### config.mk
export PLATFORM = sky130hd
export DESIGN_NAME = store_narrow_unit
export DESIGN_NICKNAME = d
export VERILOG_FILES = /design/src/rtl/store_narrow_unit.sv
export SDC_FILE = /design/constraint.sdc
export NUM_CORES = 1
export LEC_CHECK = 0
export ABC_AREA = 1
export CORE_ASPECT_RATIO = 0.7
export CORE_MARGIN = 8
export CORE_UTILIZATION = 30
export DETAILED_ROUTE_END_ITERATION = 10
export PLACE_DENSITY = 0.6
export SYNTH_ARGS = -nofsm -noshare
export SYNTH_HDL_FRONTEND = slang
export SYNTH_SLANG_ARGS = --single-unit
### constraint.sdc
create_clock -name clk -period 2.29 [get_ports clk]
set_input_delay 0.5725 -clock clk [delete_from_list [all_inputs] [get_ports clk]]
set_output_delay 0.5725 -clock clk [all_outputs]
set_load 0.02 [all_outputs]
### src/rtl/store_narrow_unit.sv
`default_nettype none
// ============================================================================
// Module   : store_narrow_unit
// Brief    : SW/SH/SB store narrowing into a word-wide memory without byte
//            enables; sub-word stores use read-modify-write. Optional macro
//            STORE_ALIGN_CHECK_EN rejects misaligned half/word stores.
// Revision : 1.0
// ============================================================================
module store_narrow_unit #(
    parameter int ADDR_WIDTH = 32
) (
    input  logic                  clk,
    input  logic                  rst,
    input  logic                  start,
    input  logic [1:0]            op,
    input  logic [ADDR_WIDTH-1:0] addr,
    input  logic [31:0]           wdata,
    output logic                  busy,
    output logic                  done,
    output logic                  err,
    output logic [ADDR_WIDTH-1:0] mem_addr,
    output logic                  mem_rd,
    input  logic [31:0]           mem_rdata,
    input  logic                  mem_rvalid,
    output logic                  mem_wr,
    output logic [31:0]           mem_wdata,
    input  logic                  mem_wready
);

    localparam logic [1:0] c_op_word = 2'b00;
    localparam logic [1:0] c_op_half = 2'b01;
    localparam logic [1:0] c_op_byte = 2'b10;
    localparam logic [1:0] c_op_rsvd = 2'b11;

    typedef enum logic [2:0] {
        S_IDLE    = 3'd0,
        S_RD_REQ  = 3'd1,
        S_RD_WAIT = 3'd2,
        S_WR      = 3'd3,
        S_FIN     = 3'd4
    } state_t;

    state_t      r_state;
    state_t      w_state_next;
    logic [1:0]  r_op;
    logic [1:0]  r_lane;
    logic [15:0] r_wdata_lo;
    logic        r_err;
    logic        w_misaligned;
    logic        w_reject;
    logic        w_accept;
    logic [31:0] w_merged;

`ifdef STORE_ALIGN_CHECK_EN
    assign w_misaligned = ((op == c_op_half) && addr[0]) ||
                          ((op == c_op_word) && (addr[1:0] != 2'b00));
`else
    assign w_misaligned = 1'b0;
`endif

    assign w_reject = (op == c_op_rsvd) || w_misaligned;
    assign w_accept = (r_state == S_IDLE) && start;

    // Replace only the addressed lane of the word read back from memory.
    always_comb begin
        w_merged = mem_rdata;
        if (r_op == c_op_half) begin
            if (r_lane[1]) begin
                w_merged[31:16] = r_wdata_lo;
            end else begin
                w_merged[15:0] = r_wdata_lo;
            end
        end else if (r_op == c_op_byte) begin
            w_merged[{r_lane, 3'b000} +: 8] = r_wdata_lo[7:0];
        end
    end

    always_ff @(posedge clk) begin
        if (rst) begin
            r_state <= S_IDLE;
        end else begin
            r_state <= w_state_next;
        end
    end

    always_comb begin
        w_state_next = r_state;
        busy         = 1'b0;
        done         = 1'b0;
        err          = 1'b0;
        mem_rd       = 1'b0;
        mem_wr       = 1'b0;
        case (r_state)
            S_IDLE: begin
                if (start) begin
                    if (w_reject) begin
                        w_state_next = S_FIN;
                    end else if (op == c_op_word) begin
                        w_state_next = S_WR;
                    end else begin
                        w_state_next = S_RD_REQ;
                    end
                end
            end
            S_RD_REQ: begin
                busy         = 1'b1;
                mem_rd       = 1'b1;
                w_state_next = S_RD_WAIT;
            end
            S_RD_WAIT: begin
                busy = 1'b1;
                if (mem_rvalid) begin
                    w_state_next = S_WR;
                end
            end
            S_WR: begin
                busy   = 1'b1;
                mem_wr = 1'b1;
                if (mem_wready) begin
                    w_state_next = S_FIN;
                end
            end
            S_FIN: begin
                busy         = 1'b1;
                done         = 1'b1;
                err          = r_err;
                w_state_next = S_IDLE;
            end
            default: begin
                w_state_next = S_IDLE;
            end
        endcase
    end

    // Word stores write the full register value; sub-word stores overwrite
    // mem_wdata with the merged word when the read returns.
    always_ff @(posedge clk) begin
        if (rst) begin
            r_op       <= 2'b00;
            r_lane     <= 2'b00;
            r_wdata_lo <= 16'h0;
            r_err      <= 1'b0;
            mem_addr   <= '0;
            mem_wdata  <= 32'h0;
        end else begin
            if (w_accept) begin
                r_op       <= op;
                r_lane     <= addr[1:0];
                r_wdata_lo <= wdata[15:0];
                r_err      <= w_reject;
                mem_addr   <= {addr[ADDR_WIDTH-1:2], 2'b00};
                mem_wdata  <= wdata;
            end else if ((r_state == S_RD_WAIT) && mem_rvalid) begin
                mem_wdata <= w_merged;
            end
        end
    end

endmodule
`default_nettype wire

==> results of run 1 <==
==> worst max-delay path by stage <==
stage                    start       endpoint  cells after the start
global placement    mem_rvalid  mem_wdata[19]                      6
finish              r_state[2]           done                      3
detailed placement  mem_rvalid  mem_wdata[26]                      6
floorplan            r_lane[0]  mem_wdata[29]                     12
global route         r_lane[0]  mem_wdata[31]                     11
CTS                 r_state[0]         mem_wr                      3
==> state kept, by name, summed over array words and instances, names as in the netlist <==
register,flops
r_op,2
r_lane,2
r_wdata_lo,16
mem_addr,30
r_state,3
r_err,1
mem_wdata,32
==> kinds of logic after synthesis <==
group | Yosys count
AOI/OAI and AO/OA | 170
adders and majority gates | 5
buffers and inverters | 122
DFF | 86
other | 1
and+or+nand+nor | 410
==> power groups by stage <==
stage | Combinational (uW) | Sequential, uW | Clock (uW)
3_5_place_dp | 4470 | 2260 | 0
2_1_floorplan | 2510 | 2640 | 0
6_report | 4440 | 2240 | 1620
5_1_grt | 4970 | 2310 | 1720
4_1_cts | 4480 | 2240 | 1660
3_3_place_gp | 4450 | 2260 | 0
==> layout by cell type (no fill, tap or decap), drive strengths merged <==
cell type / Yosys / layout
a211oi: 2 / 2
a21oi: 115 / 115
buf: 30 / 18
bufinv: 0 / 2
clkbuf: 17 / 10
clkdlybuf4s50: 0 / 165
clkinvlp: 0 / 3
conb: 1 / 2
dfxtp: 86 / 86
dlygate4sd2: 0 / 2
dlymetal6s2s: 0 / 1
ha: 5 / 5
inv: 74 / 76
nand2: 331 / 331
nand3: 20 / 20
nand4: 1 / 1
nor2: 45 / 45
nor3: 13 / 13
o211ai: 8 / 8
o21ai: 45 / 45
==> critical path, stage by stage (launching register included) <==
cell and delay [ns]:
sky130_fd_sc_hd__dfxtp_2 0.41, sky130_fd_sc_hd__inv_1 0.10, sky130_fd_sc_hd__nor2_1 0.15, sky130_fd_sc_hd__clkdlybuf4s50_1 0.63
==> stage by stage <==
| step | setup WS (ns) | instances | hold WS, ns | cell area, um^2 |
|---|---|---|---|---|
| 6_report | 0.0963 | 1175 | 0.466 | 7080 |
| 5_1_grt | 0.00976 | 1175 | 0.485 | 7080 |
| 4_1_cts | 0.0375 | 1175 | 0.468 | 7080 |
| 3_5_place_dp | 0.145 | 1159 | 0.457 | 6760 |
| 3_3_place_gp | 0.159 | 1159 | 0.451 | 6760 |
| 2_1_floorplan | 0.335 | 795 | 0.452 | 4890 |
==> routing by layer <==
metal | vias up | wire (um)
met1 | 2358 | 7800
met4 | 6 | 127
met5 | - | 41
met2 | 184 | 6930
met3 | 16 | 2380
li1 | 2794 | -
==> timing repair <==
action | CTS | global route
resized for setup | 3 | 3
setup endpoints to repair | 3 | 14
pin swaps | 0 | 0
setup buffers | 0 | 0
==> final cells by class <==
type | count | area (um^2) | area share, %
Clock buffer | 10 | 229 | 3.23
Multi-Input combinational cell | 587 | 2610 | 36.8
Tap cell | 225 | 282 | 3.97
Clock inverter | 6 | 92.6 | 1.31
Sequential cell | 86 | 1720 | 24.3
Timing Repair Buffer | 186 | 1860 | 26.3
Inverter | 75 | 285 | 4.03
==> tab_implementation.tex, run 1 <==
\begin{tabular}{lr}
\hline
Metric & Value \\
\hline
\multicolumn{2}{l}{\textbf{Outcome}} \\
\quad Run status & finished, final reports clean \\
\multicolumn{2}{l}{\textbf{Timing}} \\
\quad Worst rel slew slack & 50.2\% \\
\quad Time the worst path needs with I/O delays and setup & 2.19 ns \\
\quad Total Negative Setup Slacks & 0 ns \\
\quad Worst-case clock skew & 0.00823 ns \\
\quad Endpoints failing hold & 0 \\
\quad Final count of pins violating max slew & 0 \\
\quad Transition at the pin with the smallest max-transition slack & 0.747 ns \\
\quad Maximum frequency from static timing analysis & 456 MHz \\
\quad Crit share post-route & 95.8\% \\
\quad Setup repair after global routing missed its margin & no \\
\quad Final setup vio count & 0 \\
\multicolumn{2}{l}{\textbf{Global route}} \\
\quad Global Route met3 Usage & 9.64\% \\
\quad All-layer global routing usage & 16.7\% \\
\quad First-pass GRT wire length & 27800 um \\
\quad GRT met1 Usage & 21.4\% \\
\quad Most Used Layer, Global Route & met2 \\
\quad Total gr overflow & 0 \\
\quad Met2 capacity usage during global routing & 24.3\% \\
\quad Antenna violations before repair & 3 \\
\quad Number of global-route vias before repair & 5259 \\
\quad Maximum number of pins on one net before global-route repair & 66 \\
\multicolumn{2}{l}{\textbf{Power}} \\
\quad Sw Share & 43.8\% \\
\quad Peak VDD IR & 0.000438 V \\
\quad Reported net switching power & 3630 uW \\
\quad Comb power frac & 53.5\% \\
\quad Total power per unit cell area & 1170 mW/mm\^{}2 \\
\quad Final Power & 8290 uW \\
\quad Static leakage & 0.00306 uW \\
\quad P\_int & 4660 uW \\
\quad Flop pwr share & 27.0\% \\
\quad Share of power burned in the clock network & 19.5\% \\
\multicolumn{2}{l}{\textbf{Clock tree}} \\
\quad Clock latency on the worst-skew pair & 0.34 ns \\
\quad Number of buffers inserted by hold repair at cts & 0 \\
\quad TritonCTS Sinks & 86 \\
\quad Clock Tree Buf Depth & 2 \\
\quad TritonCTS clock tree & done \\
\quad Clk pin slew, worst setup/hold paths & 0.07 ns \\
\quad Number of buffers added by the clock tree synthesis step & 9 \\
\quad Level count of the clock H-tree & 3 \\
\quad Clock root buffer & sky130\_fd\_sc\_hd\_\_clkbuf\_16 \\
\multicolumn{2}{l}{\textbf{Flow run}} \\
\quad Number of max-cap violations & 0 \\
\multicolumn{2}{l}{\textbf{Synthesis}} \\
\quad Post-synth EDFFs & 0 \\
\quad Sequential element share of the synthesized area & 35.2\% \\
\quad Adder-cell share of the synthesized area & 1.28\% \\
\quad Post-Synthesis Cell Area & 0.00489 mm\^{}2 \\
\quad Flop and latch count out of synthesis & 86 \\
\quad Portion of synthesized cell area occupied by the leading cell type & 35.2\% \\
\quad Synthesized-area fraction occupied by ao, oa, aoi and oai cells & 18.0\% \\
\quad Synthesized-area fraction occupied by xor and xnor cells & 0\% \\
\quad Top cell type by total area after synthesis & sky130\_fd\_sc\_hd\_\_dfxtp\_1 \\
\quad Main combinational cell family by area after synthesis & simple AND/OR/NAND/NOR gates \\
\quad Post-synthesis mux area share & 0\% \\
\quad Number of warnings reported in the yosys synthesis log & 0 \\
\quad Cell types occupying the most area after synthesis & sky130\_fd\_sc\_hd\_\_dfxtp\_1 (35\%), sky130\_fd\_sc\_hd\_\_nand2\_1 (25\%), sky130\_fd\_sc\_hd\_\_a21oi\_1 (12\%), sky130\_fd\_sc\_hd\_\_inv\_1 (5.3\%), sky130\_fd\_sc\_hd\_\_o21ai\_0 (4.6\%) \\
\quad Post-synthesis cell type count & 26 \\
\quad Synth Area in Simple Gates & 33.9\% \\
\quad Top-count cell post-synth & sky130\_fd\_sc\_hd\_\_nand2\_1 \\
\quad Async set-reset flop share out of synthesis & 0\% \\
\quad Average footprint of a synthesized cell & 6.16 um\^{}2 \\
\quad Number of instances in the synthesized netlist & 794 \\
\quad Main flop type after synthesis & sky130\_fd\_sc\_hd\_\_dfxtp\_1 \\
\quad Top cell types by occurrence after synthesis & sky130\_fd\_sc\_hd\_\_nand2\_1 (325), sky130\_fd\_sc\_hd\_\_a21oi\_1 (115), sky130\_fd\_sc\_hd\_\_dfxtp\_1 (86), sky130\_fd\_sc\_hd\_\_inv\_1 (69), sky130\_fd\_sc\_hd\_\_o21ai\_0 (45) \\
\multicolumn{2}{l}{\textbf{Floorplanning}} \\
\quad Starting utilization of the core area & 30.3\% \\
\quad Core Footprint & 0.0162 mm\^{}2 \\
\quad Height of the die & 123 um \\
\quad Core Rows & 39 \\
\quad Floorplan die area & 0.0207 mm\^{}2 \\
\quad Horiz. Die Dim & 169 um \\
\quad Total I/O pin count & 172 \\
\multicolumn{2}{l}{\textbf{Layout}} \\
\quad Core utilization of the finished layout & 43.9\% \\
\quad Ratio of cells with drive above 1 in the final layout & 5.89\% \\
\quad Antenna Diode Count & 0 \\
\quad \# fillers & 1720 \\
\quad Layout overhead on the synthesized area & 44.9\% \\
\quad Post-layout nets & 1053 \\
\multicolumn{2}{l}{\textbf{Place}} \\
\quad Input/output buffers & 169 \\
\quad Final GP Congestion & 0.788 \\
\quad Placed wire-length estimate after detailed placement & 12700 um \\
\multicolumn{2}{l}{\textbf{Worst setup path}} \\
\quad Worst Setup End Kind & output pin \\
\quad Highest fanout seen on the critical path & 6 \\
\quad Data required time at the worst endpoint & 1.72 ns \\
\quad Type of element launching the critical path & flip-flop \\
\quad Capture point of the worst reg-to-reg path & mem\_wdata[24] \\
\quad WS Path Type & reg2out \\
\quad Reg-to-reg startpoint & r\_lane[0] \\
\quad Worst reg-to-reg path cell count & 11 \\
\quad Critical path data arrival time & 1.62 ns \\
\quad Worst R2R Setup Slack & 0.24 ns \\
\multicolumn{2}{l}{\textbf{Hold path}} \\
\quad Worst min path class & reg2reg \\
\quad Hold path startpoint & mem\_addr[28] \\
\quad Cells on Worst Hold Path & 2 \\
\quad Endpoint of the worst hold-timing path & mem\_addr[28] \\
\multicolumn{2}{l}{\textbf{Route}} \\
\quad Remaining antenna violation count after routing & 0 \\
\quad Post-route DRC violation count & 0 \\
\quad Routed via count divided by cell count & 4.56 \\
\quad 1st-pass router iterations & 5 \\
\quad Number of vias after detailed routing & 5358 \\
\quad Total Routed Length & 17300 um \\
\quad Iteration-0 DRC Markers & 281 \\
\quad Wire per inst & 14.7 um \\
\hline
\end{tabular}
Note: power is estimated with default switching activity, not from simulation.
==> run 2: changes to the inputs <==
- CORE_UTILIZATION: 30 -> 46
- PLACE_DENSITY: 0.6 -> 0.84
==> run 2 against run 1 <==
- non-clock buffer count decreased by 3
- maximum frequency increased by 6.2%
- clock power decreased by 9%
- final cell count decreased by 8.2%
- critical endpoint is now err
- routed wire length decreased by 6.4%
- sequential share of layout area increased by 0.64 points
- global-route usage increased by 6.1 points
- core utilization increased by 23 points
- worst hold slack got worse by 0.0023 ns
- sequential power about the same
- first-iteration DRC count increased by 71%
==> tab_implementation.tex, run 2 (synthesis gave the netlist of run 1 again) <==
\begin{tabular}{lr}
\hline
Metric & Value \\
\hline
\multicolumn{2}{l}{\textbf{Outcome}} \\
\quad Run status & finished, final reports clean \\
\multicolumn{2}{l}{\textbf{Route}} \\
\quad 1st-pass router iterations & 7 (+2) \\
\quad Total Routed Length & 16200 um (-6.4\%) \\
\quad Wire per inst & 15.0 um (+1.9\%) \\
\quad Post-route DRC violation count & 0 (unchanged) \\
\quad Number of vias after detailed routing & 5462 (+1.9\%) \\
\quad Routed via count divided by cell count & 5.06 (+11\%) \\
\quad Iteration-0 DRC Markers & 481 (+71\%) \\
\quad Remaining antenna violation count after routing & 0 (unchanged) \\
\multicolumn{2}{l}{\textbf{Timing}} \\
\quad Total Negative Setup Slacks & 0 ns (unchanged) \\
\quad Endpoints failing hold & 0 (unchanged) \\
\quad Setup ws final & 0.224 ns (+0.127 ns) \\
\quad Final setup vio count & 0 (unchanged) \\
\quad Transition at the pin with the smallest max-transition slack & 0.707 ns (-0.0404 ns) \\
\quad Final count of pins violating max slew & 0 (unchanged) \\
\quad Setup repair after global routing missed its margin & no \\
\quad Maximum frequency from static timing analysis & 484 MHz (+6.2\%) \\
\quad Worst rel slew slack & 52.9\% (+2.7 points) \\
\quad Crit share post-route & 90.2\% (-5.6 points) \\
\quad Time the worst path needs with I/O delays and setup & 2.07 ns (-0.127 ns) \\
\quad Worst-case clock skew & 0.00753 ns (-0.000704 ns) \\
\multicolumn{2}{l}{\textbf{Clock tree}} \\
\quad Clock root buffer & sky130\_fd\_sc\_hd\_\_clkbuf\_16 \\
\quad Clk pin slew, worst setup/hold paths & 0.07 ns (about the same) \\
\quad Level count of the clock H-tree & 3 (unchanged) \\
\quad Clock Tree Buf Depth & 2 (unchanged) \\
\quad Post-CTS Repair Setup Buffers & 0 (unchanged) \\
\quad TritonCTS clock tree & done \\
\quad Number of buffers added by the clock tree synthesis step & 9 (unchanged) \\
\quad TritonCTS Sinks & 86 (unchanged) \\
\quad Number of buffers inserted by hold repair at cts & 0 (unchanged) \\
\quad Clock latency on the worst-skew pair & 0.34 ns (about the same) \\
\multicolumn{2}{l}{\textbf{Layout}} \\
\quad Flip-flop count of the largest register after layout & 32 (unchanged) \\
\quad Layout overhead on the synthesized area & 41.1\% \\
\quad Most frequent cells in the layout & sky130\_fd\_sc\_hd\_\_nand2\_1 (325), sky130\_fd\_sc\_hd\_\_clkdlybuf4s50\_1 (163), sky130\_fd\_sc\_hd\_\_a21oi\_1 (115) \\
\quad Biggest register & mem\_wdata \\
\quad Sequential cell area in the final layout & 0.00172 mm\^{}2 (unchanged) \\
\quad Antenna Diode Count & 0 (unchanged) \\
\quad Largest registers & mem\_wdata: 32 flops, mem\_addr: 30 flops, r\_wdata\_lo: 16 flops \\
\quad Most common cell after layout, fill and taps aside & sky130\_fd\_sc\_hd\_\_nand2\_1 \\
\quad Core utilization of the finished layout & 66.6\% (+23 points) \\
\quad Ratio of cells with drive above 1 in the final layout & 5.49\% (-0.40 points) \\
\quad Area taken by multi-input logic gates & 0.00261 mm\^{}2 (unchanged) \\
\quad \# fillers & 916 (-47\%) \\
\quad Post-layout nets & 1050 (-0.28\%) \\
\multicolumn{2}{l}{\textbf{Power}} \\
\quad Final Power & 8090 uW (-2.5\%) \\
\quad Peak VDD IR & 0.000539 V (+23\%) \\
\quad Static leakage & 0.00307 uW (+0.19\%) \\
\quad Total power per unit cell area & 1170 mW/mm\^{}2 (+0.12\%) \\
\multicolumn{2}{l}{\textbf{Global route}} \\
\quad Antenna violations before repair & 0 (-3) \\
\quad All-layer global routing usage & 22.8\% (+6.1 points) \\
\quad First-pass GRT wire length & 26400 um (-5.0\%) \\
\quad Total gr overflow & 0 (unchanged) \\
\quad Number of global-route vias before repair & 5263 (+0.076\%) \\
\quad Maximum number of pins on one net before global-route repair & 66 (unchanged) \\
\multicolumn{2}{l}{\textbf{Floorplanning}} \\
\quad Height of the die & 102 um (-17\%) \\
\quad Core Rows & 31 (-21\%) \\
\quad Total I/O pin count & 172 (unchanged) \\
\quad Horiz. Die Dim & 139 um (-17\%) \\
\quad Core Footprint & 0.0104 mm\^{}2 (-36\%) \\
\quad Starting utilization of the core area & 47.2\% (+17 points) \\
\quad Floorplan die area & 0.0142 mm\^{}2 (-31\%) \\
\multicolumn{2}{l}{\textbf{Worst setup path}} \\
\quad Data required time at the worst endpoint & 1.72 ns (about the same) \\
\quad Crit-path cells & inv\_1 > nor2\_1 > inv\_1 > nor2\_1 > dlygate4sd2\_1 \\
\quad Worst Setup SP & r\_state[2] \\
\quad Bufs and invs on worst path & 3 (+1) \\
\quad Worst reg-to-reg path cell count & 10 (-1) \\
\quad WS Path Type & reg2out \\
\quad Highest fanout seen on the critical path & 6 (unchanged) \\
\quad Delay of the slowest cell on the worst path & 0.41 ns (-0.22 ns) \\
\quad Capture point of the worst reg-to-reg path & mem\_wdata[23] \\
\quad Worst Setup End Kind & output pin \\
\quad Critical path's top delay family & buffers and inverters \\
\quad Reg-to-reg startpoint & r\_lane[1] \\
\quad Crit. path cell count & 5 (+2) \\
\quad Critical path data arrival time & 1.49 ns (-0.13 ns) \\
\quad Type of element launching the critical path & flip-flop \\
\quad Worst R2R Setup Slack & 0.29 ns (+0.05 ns) \\
\quad Cell with the largest stage delay on the worst path & sky130\_fd\_sc\_hd\_\_dfxtp\_2 \\
\multicolumn{2}{l}{\textbf{Place}} \\
\quad Input/output buffers & 169 (unchanged) \\
\quad Worst setup slack after placement & 0.184 ns (+0.0394 ns) \\
\quad Placed wire-length estimate after detailed placement & 12100 um (-4.9\%) \\
\quad Final GP Congestion & 0.912 (+16\%) \\
\multicolumn{2}{l}{\textbf{Flow run}} \\
\quad Number of max-cap violations & 0 (unchanged) \\
\multicolumn{2}{l}{\textbf{Hold path}} \\
\quad Worst min path class & reg2reg \\
\quad Hold path startpoint & mem\_addr[3] \\
\quad Cells on Worst Hold Path & 2 (unchanged) \\
\quad Endpoint of the worst hold-timing path & mem\_addr[3] \\
\hline
\end{tabular}
run 2: final cells by class:
cell class | count | share of cell area (%)
Multi-Input combinational cell | 587 | 37.8
Timing Repair Buffer | 183 | 26.5
Inverter | 75 | 4.08
Clock inverter | 6 | 0.997
Clock buffer | 10 | 3.32
Sequential cell | 86 | 25.0
Tap cell | 132 | 2.39
run 2: tightest hold or removal path: cells and delay by family, from the launching register on:
family	cells	cell delay, ns
AO/OA/AOI/OAI	1	0.05
flip-flops	1	0.31
AND/OR/NAND/NOR	1	0.06
run 2: power breakdown:
part           internal, uW  switching, uW  total (uW)
Combinational          1690           2680        4360
Clock                   854            622        1480
Sequential             1960            290        2250
run 2: how the worst max path moves through the flow:
stage and end:
5_1_grt err, 6_report err, 3_3_place_gp mem_wdata[18], 3_5_place_dp mem_wdata[23], 2_1_floorplan mem_wdata[29], 4_1_cts mem_wr
run 2: through the flow:
stage          area (um^2)  std cells  hold slack [ns]
4_1_cts               6890       1079            0.465
2_1_floorplan         4890        795            0.452
3_3_place_gp          6590       1063            0.451
3_5_place_dp          6590       1063            0.455
6_report              6900       1079            0.464
5_1_grt               6900       1079            0.478
run 2: routing by layer:
metal	global-route usage (%)	part of all wire, %	vias up
met5	0	0	-
met4	4.45	0.85	0
met3	12.3	14	14
met2	35.2	42	247
met1	27.7	43	2408
li1	-	-	2793
run 2: what timing repair did:
item,in CTS,in global routing
cloned,0,0
resized for setup,3,5
setup endpoints to repair,3,7
